### src/rtl/axil_sort_pkg.sv
// Shared constants for the AXI4-Lite sort engine: response codes, register
// offsets and FSM state encodings.
package axil_sort_pkg;

  localparam logic [1:0] RESP_OKAY   = 2'b00;
  localparam logic [1:0] RESP_SLVERR = 2'b10;
  localparam logic [1:0] RESP_DECERR = 2'b11;

  localparam logic [31:0] OFF_KEY_BASE  = 32'h00;
  localparam logic [31:0] OFF_CTRL      = 32'h20;
  localparam logic [31:0] OFF_DATA_IN   = 32'h24;
  localparam logic [31:0] OFF_MATCH_POP = 32'h28;
  localparam logic [31:0] OFF_MISS_POP  = 32'h2C;
  localparam logic [31:0] OFF_STATUS    = 32'h30;
  localparam logic [31:0] OFF_COUNTS    = 32'h34;

  localparam logic [0:0] S_WIDLE = 1'b0;
  localparam logic [0:0] S_WRESP = 1'b1;
  localparam logic [0:0] S_RIDLE = 1'b0;
  localparam logic [0:0] S_RDATA = 1'b1;

endpackage

### src/rtl/sort_fifo.sv
// Synchronous FIFO with occupancy count; a push into a full FIFO or a pop from
// an empty one is ignored, and clear empties it in one cycle.
module sort_fifo #(
  parameter int WIDTH = 32,
  parameter int DEPTH = 16,
  localparam int CW = $clog2(DEPTH) + 1,
  localparam int AW = $clog2(DEPTH)
) (
  input  logic             clk,
  input  logic             rst_n,
  input  logic             push,
  input  logic             pop,
  input  logic             clear,
  input  logic [WIDTH-1:0] wdata,
  output logic [WIDTH-1:0] rdata,
  output logic [CW-1:0]    count,
  output logic             full,
  output logic             empty
);

  logic [WIDTH-1:0] mem [DEPTH];
  logic [AW-1:0]    wr_ptr;
  logic [AW-1:0]    rd_ptr;
  logic             do_push;
  logic             do_pop;

  assign full    = (count == CW'(DEPTH));
  assign empty   = (count == '0);
  assign do_push = push && !full;
  assign do_pop  = pop && !empty;
  assign rdata   = mem[rd_ptr];

  always_ff @(posedge clk) begin
    if (do_push) mem[wr_ptr] <= wdata;
  end

  // DEPTH is a power of two, so the pointers wrap naturally.
  always_ff @(posedge clk or negedge rst_n) begin
    if (!rst_n) begin
      wr_ptr <= '0;
      rd_ptr <= '0;
      count  <= '0;
    end else if (clear) begin
      wr_ptr <= '0;
      rd_ptr <= '0;
      count  <= '0;
    end else begin
      if (do_push) wr_ptr <= wr_ptr + AW'(1);
      if (do_pop)  rd_ptr <= rd_ptr + AW'(1);
      if (do_push && !do_pop)      count <= count + CW'(1);
      else if (do_pop && !do_push) count <= count - CW'(1);
    end
  end

endmodule

### src/rtl/axil_sort_engine.sv
// AXI4-Lite slave that classifies written words against programmable keys and
// queues them into a match FIFO or a miss FIFO, with pop/status reads.
module axil_sort_engine
  import axil_sort_pkg::*;
#(
  parameter int DATA_WIDTH = 32,
  parameter int ADDR_WIDTH = 8,
  parameter int KEY_WIDTH  = 8,
  parameter int NUM_KEYS   = 4,
  parameter int FIFO_DEPTH = 16,
  localparam int CW = $clog2(FIFO_DEPTH) + 1
) (
  input  logic                    clk,
  input  logic                    rst_n,
  input  logic [ADDR_WIDTH-1:0]   awaddr,
  input  logic                    awvalid,
  output logic                    awready,
  input  logic [DATA_WIDTH-1:0]   wdata,
  input  logic [DATA_WIDTH/8-1:0] wstrb,
  input  logic                    wvalid,
  output logic                    wready,
  output logic [1:0]              bresp,
  output logic                    bvalid,
  input  logic                    bready,
  input  logic [ADDR_WIDTH-1:0]   araddr,
  input  logic                    arvalid,
  output logic                    arready,
  output logic [DATA_WIDTH-1:0]   rdata,
  output logic [1:0]              rresp,
  output logic                    rvalid,
  input  logic                    rready,
  output logic [CW-1:0]           match_count,
  output logic [CW-1:0]           miss_count,
  output logic                    match_full,
  output logic                    match_empty,
  output logic                    miss_full,
  output logic                    miss_empty
);

  logic [0:0]            w_state;
  logic [0:0]            r_state;
  logic [KEY_WIDTH-1:0]  key_val [NUM_KEYS];
  logic [NUM_KEYS-1:0]   key_en;
  logic                  ctrl_mode;
  logic [7:0]            drop_cnt;

  logic [31:0]           wr_off;
  logic [31:0]           rd_off;
  logic                  wr_key_hit;
  logic                  rd_key_hit;
  logic                  wr_fire;
  logic                  ar_fire;
  logic [KEY_WIDTH-1:0]  in_key;
  logic                  is_match;
  logic                  match_push;
  logic                  miss_push;
  logic                  match_pop;
  logic                  miss_pop;
  logic                  clear;
  logic                  drop;
  logic [1:0]            wr_resp;
  logic [1:0]            rd_resp;
  logic [DATA_WIDTH-1:0] rd_val;
  logic [DATA_WIDTH-1:0] match_rdata;
  logic [DATA_WIDTH-1:0] miss_rdata;
  logic                  unused_ok;

  assign unused_ok  = ^{wstrb, awaddr[1:0], araddr[1:0]};
  assign wr_off     = 32'({awaddr[ADDR_WIDTH-1:2], 2'b00});
  assign rd_off     = 32'({araddr[ADDR_WIDTH-1:2], 2'b00});
  assign wr_key_hit = (wr_off < OFF_KEY_BASE + 32'(4 * NUM_KEYS));
  assign rd_key_hit = (rd_off < OFF_KEY_BASE + 32'(4 * NUM_KEYS));

  // AW and W are accepted together only once both are valid.
  assign wr_fire = (w_state == S_WIDLE) && awvalid && wvalid;
  assign awready = wr_fire;
  assign wready  = wr_fire;
  assign bvalid  = (w_state == S_WRESP);
  assign arready = (r_state == S_RIDLE);
  assign ar_fire = arready && arvalid;
  assign rvalid  = (r_state == S_RDATA);

  assign in_key = wdata[DATA_WIDTH-1 -: KEY_WIDTH];

  // An inverted range (KEY0 > KEY1) can never match, which is the intended behaviour.
  always_comb begin
    is_match = 1'b0;
    if (ctrl_mode) begin
      is_match = (key_val[0] <= in_key) && (in_key <= key_val[1]);
    end else begin
      for (int i = 0; i < NUM_KEYS; i++) begin
        if (key_en[i] && (key_val[i] == in_key)) is_match = 1'b1;
      end
    end
  end

  always_comb begin
    match_push = 1'b0;
    miss_push  = 1'b0;
    clear      = 1'b0;
    drop       = 1'b0;
    wr_resp    = RESP_OKAY;
    if (wr_off == OFF_CTRL) begin
      clear = wr_fire & wdata[1];
    end else if (wr_off == OFF_DATA_IN) begin
      if (is_match ? match_full : miss_full) begin
        drop    = wr_fire;
        wr_resp = RESP_SLVERR;
      end else if (is_match) begin
        match_push = wr_fire;
      end else begin
        miss_push = wr_fire;
      end
    end else if (!wr_key_hit && (wr_off != OFF_MATCH_POP) && (wr_off != OFF_MISS_POP) &&
                 (wr_off != OFF_STATUS) && (wr_off != OFF_COUNTS)) begin
      wr_resp = RESP_DECERR;
    end
  end

  always_ff @(posedge clk or negedge rst_n) begin
    if (!rst_n) begin
      w_state   <= S_WIDLE;
      bresp     <= RESP_OKAY;
      ctrl_mode <= 1'b0;
      drop_cnt  <= '0;
      key_en    <= '0;
      for (int i = 0; i < NUM_KEYS; i++) key_val[i] <= '0;
    end else begin
      if (w_state == S_WIDLE) begin
        if (wr_fire) begin
          w_state <= S_WRESP;
          bresp   <= wr_resp;
        end
      end else if (bready) begin
        w_state <= S_WIDLE;
      end
      if (wr_fire) begin
        for (int i = 0; i < NUM_KEYS; i++) begin
          if (wr_off == OFF_KEY_BASE + 32'(4 * i)) begin
            key_val[i] <= wdata[KEY_WIDTH-1:0];
            key_en[i]  <= wdata[DATA_WIDTH-1];
          end
        end
        if (wr_off == OFF_CTRL) ctrl_mode <= wdata[0];
      end
      if (clear)                             drop_cnt <= '0;
      else if (drop && (drop_cnt != 8'hFF))  drop_cnt <= drop_cnt + 8'd1;
    end
  end

  // Read values and pops are resolved at AR acceptance, so RDATA holds the
  // pre-clear head when a pop coincides with CLEAR.
  always_comb begin
    rd_val    = '0;
    rd_resp   = RESP_OKAY;
    match_pop = 1'b0;
    miss_pop  = 1'b0;
    if (rd_key_hit) begin
      for (int i = 0; i < NUM_KEYS; i++) begin
        if (rd_off == OFF_KEY_BASE + 32'(4 * i)) begin
          rd_val[KEY_WIDTH-1:0]  = key_val[i];
          rd_val[DATA_WIDTH-1]   = key_en[i];
        end
      end
    end else begin
      case (rd_off)
        OFF_CTRL:    rd_val[0] = ctrl_mode;
        OFF_DATA_IN: rd_val = '0;
        OFF_MATCH_POP: begin
          if (match_empty) rd_resp = RESP_SLVERR;
          else begin
            rd_val    = match_rdata;
            match_pop = ar_fire;
          end
        end
        OFF_MISS_POP: begin
          if (miss_empty) rd_resp = RESP_SLVERR;
          else begin
            rd_val   = miss_rdata;
            miss_pop = ar_fire;
          end
        end
        OFF_STATUS: begin
          rd_val[3:0]  = {miss_full, miss_empty, match_full, match_empty};
          rd_val[15:8] = drop_cnt;
        end
        OFF_COUNTS: begin
          rd_val[15:0]  = 16'(match_count);
          rd_val[31:16] = 16'(miss_count);
        end
        default: rd_resp = RESP_DECERR;
      endcase
    end
  end

  always_ff @(posedge clk or negedge rst_n) begin
    if (!rst_n) begin
      r_state <= S_RIDLE;
      rdata   <= '0;
      rresp   <= RESP_OKAY;
    end else if (r_state == S_RIDLE) begin
      if (arvalid) begin
        r_state <= S_RDATA;
        rdata   <= rd_val;
        rresp   <= rd_resp;
      end
    end else if (rready) begin
      r_state <= S_RIDLE;
    end
  end

  sort_fifo #(.WIDTH(DATA_WIDTH), .DEPTH(FIFO_DEPTH)) u_match_fifo (
    .clk   (clk),
    .rst_n (rst_n),
    .push  (match_push),
    .pop   (match_pop),
    .clear (clear),
    .wdata (wdata),
    .rdata (match_rdata),
    .count (match_count),
    .full  (match_full),
    .empty (match_empty)
  );

  sort_fifo #(.WIDTH(DATA_WIDTH), .DEPTH(FIFO_DEPTH)) u_miss_fifo (
    .clk   (clk),
    .rst_n (rst_n),
    .push  (miss_push),
    .pop   (miss_pop),
    .clear (clear),
    .wdata (wdata),
    .rdata (miss_rdata),
    .count (miss_count),
    .full  (miss_full),
    .empty (miss_empty)
  );

endmodule

### config.mk
export PLATFORM = sky130hd
export DESIGN_NAME = axil_sort_engine
export DESIGN_NICKNAME = d
export VERILOG_FILES = /design/src/rtl/axil_sort_pkg.sv /design/src/rtl/sort_fifo.sv /design/src/rtl/axil_sort_engine.sv
export SDC_FILE = /design/constraint.sdc
export NUM_CORES = 1
export LEC_CHECK = 0
export ABC_CLOCK_PERIOD_IN_PS = 6090
export CORE_MARGIN = 2
export CORE_UTILIZATION = 50
export DETAILED_ROUTE_END_ITERATION = 7
export PLACE_DENSITY = 0.64
export SYNTH_ARGS = -nofsm -noshare
export SYNTH_HDL_FRONTEND = slang
export SYNTH_SLANG_ARGS = --single-unit
### constraint.sdc
create_clock -name clk -period 6.09 [get_ports clk]
set_clock_uncertainty 0.1 [all_clocks]
set_input_delay 1.5225 -clock clk [delete_from_list [all_inputs] [get_ports clk]]
set_output_delay 1.5225 -clock clk [all_outputs]
set_load 0.03 [all_outputs]
# Word level (Yosys, flattened, before mapping)
# Memory sizes are Yosys's and may differ from the RTL's.
# Index checks and enable logic that the tools add are counted.
# op_classes
n_addsub	9
magnitude_cmp	4
eq_ne	25
mux	76
bitwise	3
reduce_logical	49
# op_table
operator	count
$logic_not 32->1	2
$mux 32	2
$mux 8	7
$eq 6x4->1 const B	8
$pmux 16 s3	1
$mux 1	39
$eq 8x8->1	4
$mux 4	8
$mux 5	6
$eq 6x2->1 const B	4
$ne 6x4->1 const B	4
$pmux 8 s3	1
$mux 23	1
$logic_and 1x1->1	21
$add 4x1->4 const B	4
$le 8x8->1	2
$lt 8x5->1 const B	2
$mux 2	7
$reduce_and 2->1	7
$eq 6x1->1 const B	2
$pmux 3 s4	1
$pmux 4 s3	1
$add 5x1->5 const B	2
$eq 5x5->1 const B	2
other kinds (12)	28
# word_totals
ff_bits	109
mem_bits_rw	1024
output_inout_bits	55
word_cells	189
memories	2
# memory_table
memory	depth	word_bits	rd	rd_clocked_by_memory_dff	write_ports	line_no	text
u_match_fifo.mem	16	32	1	0	1	sort_fifo.sv:21	logic [WIDTH-1:0] mem [DEPTH];
u_miss_fifo.mem	16	32	1	0	1	sort_fifo.sv:21	

# Logic depth before layout (Yosys ltp)
# Gate-level depths: netlist (run 1).
# logic_depth
word_depth	17
mapped_depth	14

# Cells and area by module
# From an unflattened synthesis (run 1), not the netlist that was laid out.
# unflattened
cells_unflattened	2103
area_unflattened_um2	45031.9
# by_module_without_submodules
mod	n_inst	cells_each	area_per_inst_um2	seq_area_each_um2
sort_fifo	2	825	20193.1	15700.1
axil_sort_engine	1	453	4645.7	2077.0

# Worst setup path before layout (run 1)
# Ideal clock, no wire load.
# synth_timing
kind	input to register
start	input port awaddr[7]
end	memory u_match_fifo.mem[3][0] (enable)
arrival_ns	5.877
required_ns	5.488
path_slack_ns	-0.389
stages	6
path_cell_list	or3_1 -> or3_1 -> buf_6 -> nor3_4 -> nand4_4 -> nor4_1
# synth_via
elab_chain_cells	6
elab_cells_between_ends	7
classes_between	eq/ne (2); mux (4); reduce/logical (1)
# synth_rtl
element	line_no	text
from (decl)	axil_sort_engine.sv:15	input logic [ADDR_WIDTH-1:0] awaddr,
$eq 6x4->1	axil_sort_engine.sv:105	end else if (wr_off == OFF_DATA_IN) begin
$mux 1	axil_sort_engine.sv:105	
$mux 1 (*)	axil_sort_engine.sv:103	if (wr_off == OFF_CTRL) begin
$logic_and 1x1->1 (*)	sort_fifo.sv:29	assign do_push = push && !full;
$mux 1 (*)	sort_fifo.sv:34	if (do_push) mem[wr_ptr] <= wdata;
$mux 1 (implied by the code) (*)	sort_fifo.sv:34	
to (decl)	sort_fifo.sv:21	
# Mark *: on every way between the ends. The rest lies on a longest branch, timed or not.

# Worst setup path after layout (run 1)
# layout_timing
start	input port wdata[28]
end	register u_miss_fifo.count[4]
# layout_via
elab_chain_cells	15
elab_cells_between_ends	28
classes_between	order compare (2); eq/ne (4); mux (12); reduce/logical (10)
# layout_rtl
element	line_no	text
from (decl)	axil_sort_engine.sv:18	input logic [DATA_WIDTH-1:0] wdata,
$eq 8x8->1	axil_sort_engine.sv:92	if (key_en[i] && (key_val[i] == in_key)) is_match = 1'b1;
$logic_and 1x1->1	axil_sort_engine.sv:92	
$mux 1 (4 in a row)	axil_sort_engine.sv:92	
$mux 1 (*)	axil_sort_engine.sv:88	if (ctrl_mode) begin
$mux 1, on equally long branches	axil_sort_engine.sv:109, axil_sort_engine.sv:106	
$mux 1 (*)	axil_sort_engine.sv:106	if (is_match ? match_full : miss_full) begin
$mux 1 (*)	axil_sort_engine.sv:105	
$mux 1 (*)	axil_sort_engine.sv:103	
$logic_and 1x1->1 (*)	sort_fifo.sv:29	
$logic_and 1x1->1 / $logic_not 1->1 (equally long branches)	sort_fifo.sv:50, sort_fifo.sv:51	
$mux 5 / $logic_and 1x1->1 (equally long branches)	sort_fifo.sv:50, sort_fifo.sv:51	
$mux 5 / $reduce_bool 3->1 (equally long branches)	--	
to (signal assigned)	sort_fifo.sv:50	if (do_push && !do_pop) count <= count + CW'(1);
to (signal assigned)	sort_fifo.sv:51	else if (do_pop && !do_push) count <= count - CW'(1);
to (decl)	sort_fifo.sv:16	output logic [CW-1:0] count,
# Marked as above.
# A chain may end at the register's enable or synchronous reset.

==> metrics.md, run 1 <==
| Metric | Value |
|---|---|
| Status | finished clean |
| Placer Congestion | 0.8588 |
| Yosys reg bits | 1133 |
| Critical Path Sink Type | flop |
| Total grt overflow | 0 |
| Antenna viol nets, final | 0 |
| Fmax | 191.0 MHz |
| WHS | around 0.38 ns |
| Buf+Inv Stages, Crit Path | 2 |
| Hold_buf cts | 0 |
| Overall global routing resource usage | 24.45% |
| Pre-CTS WS | 0.2208 ns |
| Post-CTS setup buffer count | 0 |
| Vias per inst | 6.270 |
| Via count | 22510 |
| Post-layout power | 0.01590 W |
| Crit path launch type | primary input |
| Fraction of registers with async set/reset | 9.620% |
| RSZ-0062 raised after global routing | false |
| Drt wl/cell | just over 30 microns |
| Clk sinks | 1133 |
| Total Wirelength | between 100000 and 150000 microns |
| Drt drc | 0 |
| Max-Cap Viols | 0 |
| Count of final hold-check violations | 0 |
| Pins Over Slew Limit | 0 |
| Post-detail-place hpwl | 62960 microns |
| CTS tree | built |
| Design Area, Final | about 52000 sq um |
| Most common cell after layout, fill and taps aside | edfxtp_1 |
| Slew @ Worst Pin | about 1.3 ns |
| DIE HEIGHT | 303.9 microns |
| Clock buffer depth | 3 |
| WP data arrival | approximately 5.7 ns |
| Num CTS Buffers | 111 |
| # rows | ~110 |
| DRC marker count from the first detailed-route iteration | ~2400 |
| Final min period | 5.237 ns |
| Hold Path Stages | 2 |
| Mean Syn Cell Area | 21.19 sq um |
| DR pass1 iterations | 5 |
| Cells after Synth | 2122 |
| Count of unique library cells instantiated by Yosys | 60 |
| DIE AREA | 92320 sq um |
| Post-synthesis sequential area ratio | 74.47% |
| Initial antenna violation count | 4 |
| Ant. Diodes | 0 |
| DP Area | 48300 sq um |
| First-pass GRT wire length | between 150000 and 200000 microns |
| Leak | roughly 17 nW |
| Syn Std Cell Area | 44960 sq um |
| Final core area utilization | 58.32% |
| Crit-path cells | clkdlybuf4s50_1 -> inv_1 -> ha_1 -> nand4_1 -> nor2_1 -> a221oi_1 -> nand3_1 -> a31oi_4 -> nand2_1 -> fa_1 -> a21o_1 -> a21oi_1 -> nor2_1 -> mux2i_1 -> mux2i_1 |
| Pin count of the biggest net entering global routing | 73 |
| Io pins | 114 |
| Crit share post-route | 85.99% |
| WS Path Type | in2reg |
| Share of cells above drive strength 1 | 27.51% |
| Critical Path RT | 6.58 ns |
| Hold Path Class | reg2reg |
| R2R depth | 14 |
| Rel. slew slack | around 11% |
| Syn nets | around 2200 |
| Instance count on the critical path | 15 |
| Initial core utilization | 50.63% |
| Final setup vio count | 0 |
| Worst setup slack after layout | 0.8535 ns |
| Layout Nets | 2428 |
| Crit path largest cell delay | 0.87 ns |
| Prevailing post-synth register cell | edfxtp_1 |
| Port Buf Inserts | 105 |
| Worst skew pair latency | around 0.7 ns |
| VDD IR max | 0.2469 mV |
| Slowest cell on crit path | clkdlybuf4s50_1 |
| H-Tree Depth | 3 |
| PwrDens | 307.0 nW/um^2 |
| Post-synth EDFFs | 1024 |
| Clk slew on worst S/H paths | roughly 0.060 ns |
| Cell family with most CP delay | compound AO/OA/AOI/OAI gates |
| Post_cts resized | 0 |
| Area grow syn2layout | 15.19% |
| Vias in the first global route | 23040 |
| Core Footprint | 88780 sq um |
| CP Max Fanout | 9 |
| Most frequent cells in the layout | 1024 x edfxtp_1, 329 x mux4_2, 112 x clkbuf_16, 102 x clkdlybuf4s50_1 |
| Die span in x | 303.9 microns |
| Synthesis Warnings | 0 |
| Root Buffer | clkbuf_16 |
-- path summary, 6_finish.rpt --
| path | slack (ns) | endpoint | from |
|---|---|---|---|
| max in group asynchronous | 3.77 | u_match_fifo.rd_ptr[0] | rst_n |
| setup / recovery | 0.85 | u_miss_fifo.count[4] | wdata[28] |
| hold reg to reg | 0.38 | rdata[23] | rdata[23] |
| hold / removal | 0.38 | rdata[23] | rdata[23] |
| setup reg to reg | 2.22 | u_miss_fifo.count[4] | key_val[22] |
| min in group asynchronous | 0.93 | rdata[30] | rst_n |
-- final cells by class --
| type | count | area [sq um] |
|---|---|---|
| clock buffers | 150 | 3015 |
| well taps | 1165 | 1458 |
| inverters | 38 | 142.6 |
| flip-flops and latches | 1133 | 33500 |
| fillers | 6305 | 37000 |
| repair buffers | 203 | 2125 |
| clock inverters | 55 | 476.7 |
| multi-input cells | 846 | 11070 |
-- registers in the layout, summed over array words and instances, names as in the netlist --
register,flops
bresp,2
bvalid,1
ctrl_mode,1
drop_cnt,8
key_en,4
key_val,32
rdata,32
rresp,2
rvalid,1
u_match_fifo.count,5
u_match_fifo.mem,512
u_match_fifo.rd_ptr,4
u_match_fifo.wr_ptr,4
u_miss_fifo.count,5
u_miss_fifo.mem,512
u_miss_fifo.rd_ptr,4
u_miss_fifo.wr_ptr,4
-- per-stage QoR --
stage                     instances  TNS, ns
after floorplan                2122   -99.50
after global placement         3385        0
after detailed placement       3385        0
after CTS                      3590        0
after global routing           3590        0
final                          3590        0
-- power by group --
part           leakage [nW]  internal, W  switching [W]
clock                  1.71      0.00379        0.00278
sequential             10.6      0.00853      0.0000714
combinational          4.28     0.000308       0.000416
-- synth_stat cells, types with 19 or more instances --
library cell,instances,share of area [%]
xor2_1,21,0.41
edfxtp_1,1024,68
dfrtp_1,109,6.1
a21oi_1,40,0.45
a22oi_1,23,0.38
mux2_2,27,0.68
ha_1,34,0.95
buf_2,28,0.31
o21ai_0,34,0.38
buf_1,19,0.16
nand2_1,101,0.84
nor2_1,50,0.42
mux4_2,329,16
inv_1,38,0.32
clkbuf_1,54,0.45
-- cell families after synthesis --
kind of cell	count (synthesis)	share of synthesized area, %
muxes	374	17.56
adders and majority gates	36	1.035
AOI/OAI and AO/OA	151	2.196
xor gates and xnor gates	31	0.6207
buffers and inverters	143	1.314
and+or+nand+nor	254	2.808
DFF	1133	74.47
-- per-layer routing --
layer / global-route usage [%] / part of all wire, % / vias up
li1: - / - / 9251
met1: 34.93 / 41 / 12180
met2: 39.42 / 49 / 877
met3: 3.984 / 7.1 / 201
met4: 7.231 / 2.5 / 6
met5: 0 / 0.033 / -
-- worst register-to-register path, cell delays in order, from the launching register on --
cell,delay [ns]
dfrtp_1,0.38
inv_1,0.09
ha_1,0.25
nand4_1,0.16
nor2_1,0.07
a221oi_1,0.36
nand3_1,0.40
a31oi_4,0.48
nand2_1,0.23
fa_1,0.46
a21o_1,0.20
a21oi_1,0.18
nor2_1,0.06
mux2i_1,0.18
mux2i_1,0.20
(Power assumes the default switching activity.)
==> run 2, diff against run 1 <==
--- a/config.mk
+++ b/config.mk
@@ -6,7 +6,7 @@
 export NUM_CORES = 1
 export LEC_CHECK = 0
 export ABC_CLOCK_PERIOD_IN_PS = 6090
-export CORE_MARGIN = 2
+export CORE_MARGIN = 1.5
 export CORE_UTILIZATION = 50
 export DETAILED_ROUTE_END_ITERATION = 7
 export PLACE_DENSITY = 0.64
==> metrics.md, run 2 (synthesized netlist as in run 1, its figures left out) <==
| Metric | Value |
|---|---|
| Post-layout power | 0.01584 W (was 0.01590 W) |
| Vias in the first global route | 22840 (was 23040) |
| Sw Ratio | 21.62% (was 20.57%) |
| Area grow syn2layout | 14.95% (was 15.19%) |
| Initial antenna violation count | 3 (was 4) |
| DR pass1 iterations | 5 (unchanged) |
| Crit path launch type | primary input (unchanged) |
| Most frequent cells in the layout | 1024 x edfxtp_1, 329 x mux4_2, 113 x clkbuf_16, 103 x clkdlybuf4s50_1 (was 1024 x edfxtp_1, 329 x mux4_2, 112 x clkbuf_16, 102 x clkdlybuf4s50_1) |
| Initial core utilization | 50.63% (unchanged) |
| Post-detail-place hpwl | 62460 microns (was 62960 microns) |
| Layout Nets | 2422 (was 2428) |
| Total grt overflow | 0 (unchanged) |
| Overall global routing resource usage | 24.26% (was 24.45%) |
| Worst setup slack after layout | 0.9091 ns (was 0.8535 ns) |
| Reg power frac | 54.3% (was 54.1%) |
| Total Wirelength | 109000 microns (was 111500 microns) |
| P_int | 0.01242 W (was 0.01263 W) |
| Num CTS Buffers | 113 (was 111) |
| Slew @ Worst Pin | 1.219 ns (was 1.329 ns) |
| Switching pwr | 0.003425 W (was 0.003270 W) |
| Clock power share | 41.2% (was 41.4%) |
| Fmax | 193.0 MHz (was 191.0 MHz) |
| Critical Path Sink Type | flop (unchanged) |
| Status | finished clean (unchanged) |
| Port Buf Inserts | 105 (unchanged) |
| Cells after DPL | 3377 (was 3385) |
| PwrDens | 306.6 nW/um^2 (was 307.0 nW/um^2) |
| Io pins | 114 (unchanged) |
| Die span in x | 302.9 microns (was 303.9 microns) |
| Worst skew pair latency | 0.69 ns (was 0.68 ns) |
| Buf+Inv Stages, Crit Path | 2 (unchanged) |
| Post-CTS setup buffer count | 0 (unchanged) |
| Leak | 16.57 nW (was 16.61 nW) |
| Core Footprint | 88780 sq um (unchanged) |
| Fillers | 6351 (was 6305) |
| First-pass GRT wire length | 157300 microns (was 162200 microns) |
| DRC marker count from the first detailed-route iteration | 2249 (was 2393) |
| DIE HEIGHT | 302.9 microns (was 303.9 microns) |
| Max-Cap Viols | 0 (unchanged) |
| CP Max Fanout | 9 (unchanged) |
| Critical Path RT | 6.59 ns (was 6.58 ns) |
| Combinational fraction of design power | 4.5% (was 4.6%) |
| WS Path Type | in2reg (unchanged) |
| Final min period | 5.181 ns (was 5.237 ns) |
| Via count | 22340 (was 22510) |
| Crit share post-route | 85.07% (was 85.99%) |
| Pre-CTS WS | 0.2613 ns (was 0.2208 ns) |
| Drt drc | 0 (unchanged) |
| Largest registers | u_match_fifo.mem: 512 flops, u_miss_fifo.mem: 512 flops (unchanged) |
| Share of cells above drive strength 1 | 27.69% (was 27.51%) |
| Placer Congestion | 0.8658 (was 0.8588) |
| Hold Path Class | reg2reg (unchanged) |
| WHS | 0.3856 ns (was 0.3850 ns) |
| Antenna viol nets, final | 0 (unchanged) |
| Cell family with most CP delay | compound AO/OA/AOI/OAI gates (unchanged) |
| Count of final hold-check violations | 0 (unchanged) |
| Fin cells | 3585 (was 3590) |
| H-Tree Depth | 3 (unchanged) |
| Clk sinks | 1133 (unchanged) |
| CP Launch Point | wdata[24] (was wdata[28]) |
| Slowest cell on crit path | clkdlybuf4s50_1 (unchanged) |
| Clock buffer depth | 3 (unchanged) |
| Crit path largest cell delay | 0.82 ns (was 0.87 ns) |
| Crit-path cells | clkdlybuf4s50_1 -> inv_1 -> ha_1 -> nand4_1 -> nor2_1 -> a221oi_1 -> nand3_1 -> a31oi_4 -> nand2_1 -> fa_1 -> a21o_1 -> a21oi_1 -> nor2_1 -> mux2i_1 -> mux2i_1 (unchanged) |
| Vias per inst | 6.232 (was 6.270) |
| DIE AREA | 91720 sq um (was 92320 sq um) |
| Clk slew on worst S/H paths | 0.06 ns (about the same) |
| WP data arrival | 5.68 ns (was 5.72 ns) |
| Final setup vio count | 0 (unchanged) |
| Hold Crit Start | rdata[30] (was rdata[23]) |
| R2R Path Start | key_val[20] (was key_val[22]) |
| VDD IR max | 0.2226 mV (was 0.2469 mV) |
| CTS tree | built (unchanged) |
| Post_cts resized | 0 (unchanged) |
| # rows | 109 (unchanged) |
| Root Buffer | clkbuf_16 (unchanged) |
| Ant. Diodes | 0 (unchanged) |
| RSZ-0062 raised after global routing | false (unchanged) |
| Rel. slew slack | 18.74% (was 11.12%) |
| Hold_buf cts | 0 (unchanged) |
| Drt wl/cell | 30.40 microns (was 31.07 microns) |
| Pins Over Slew Limit | 0 (unchanged) |
| Pin count of the biggest net entering global routing | 71 (was 73) |
| Most common cell after layout, fill and taps aside | edfxtp_1 (unchanged) |
## run 2: cell count changes in the layout (fill, tap and decap cells not counted), moves of 2 or more
cell,previous run,this run
inv_6,3,0
inv_16,0,3
clkinvlp_4,1,3
clkinv_2,19,34
buf_12,28,24
clkbuf_8,7,2
clkinv_16,0,3
buf_4,71,67
clkbuf_1,31,21
bufinv_16,8,3
## run 2: final cells by class
type / count / area (sq um) / share of cell area (%)
flip-flops and latches: 1133 / 33500 / 64.82
multi-input cells: 846 / 11070 / 21.41
clock buffers: 136 / 2934 / 5.678
repair buffers: 195 / 2019 / 3.908
well taps: 1165 / 1458 / 2.821
clock inverters: 72 / 560.5 / 1.085
inverters: 38 / 142.6 / 0.2760
## run 2: metal layers
layer | vias to the layer above | part of all wire (%) | track usage, %
met3 | 155 | 7.5 | 4.067
li1 | 9239 | - | -
met1 | 12060 | 42 | 35.25
met4 | 0 | 2.5 | 7.202
met2 | 886 | 48 | 38.25
met5 | - | 0 | 0
## run 2: power by group through the flow
stage               clock (W)  combinational (W)  sequential, W
finish                0.00652           0.000720        0.00860
floorplan                   0           0.000365        0.00877
CTS                   0.00664           0.000727        0.00860
detailed placement          0           0.000725        0.00877
global route          0.00695           0.000780        0.00861
global placement            0           0.000704        0.00876
## run 2: through the flow
| step | setup TNS (ns) | utilization (%) | area (sq um) |
|---|---|---|---|
| 6_report | 0 | 58.21 | 51680 |
| 3_3_place_gp | 0 | 54.28 | 48190 |
| 2_1_floorplan | -99.50 | - | 44960 |
| 4_1_cts | 0 | 58.21 | 51680 |
| 3_5_place_dp | 0 | 54.28 | 48190 |
| 5_1_grt | 0 | 58.21 | 51680 |
## run 2: final timing paths
path | endpoint | slack [ns] | cells past startpoint
setup reg to reg | u_miss_fifo.count[4] | 2.21 | 14
min in group asynchronous | rdata[28] | 0.91 | 1
hold / removal | rdata[30] | 0.39 | 2
setup / recovery | u_miss_fifo.count[4] | 0.91 | 15
max in group asynchronous | key_val[17] | 3.85 | 2
hold reg to reg | rdata[30] | 0.39 | 2
## run 2: worst min-delay path: stages (launching register included)
cell     delay, ns
dfrtp_1       0.35
nand2_1       0.05
o21ai_0       0.06
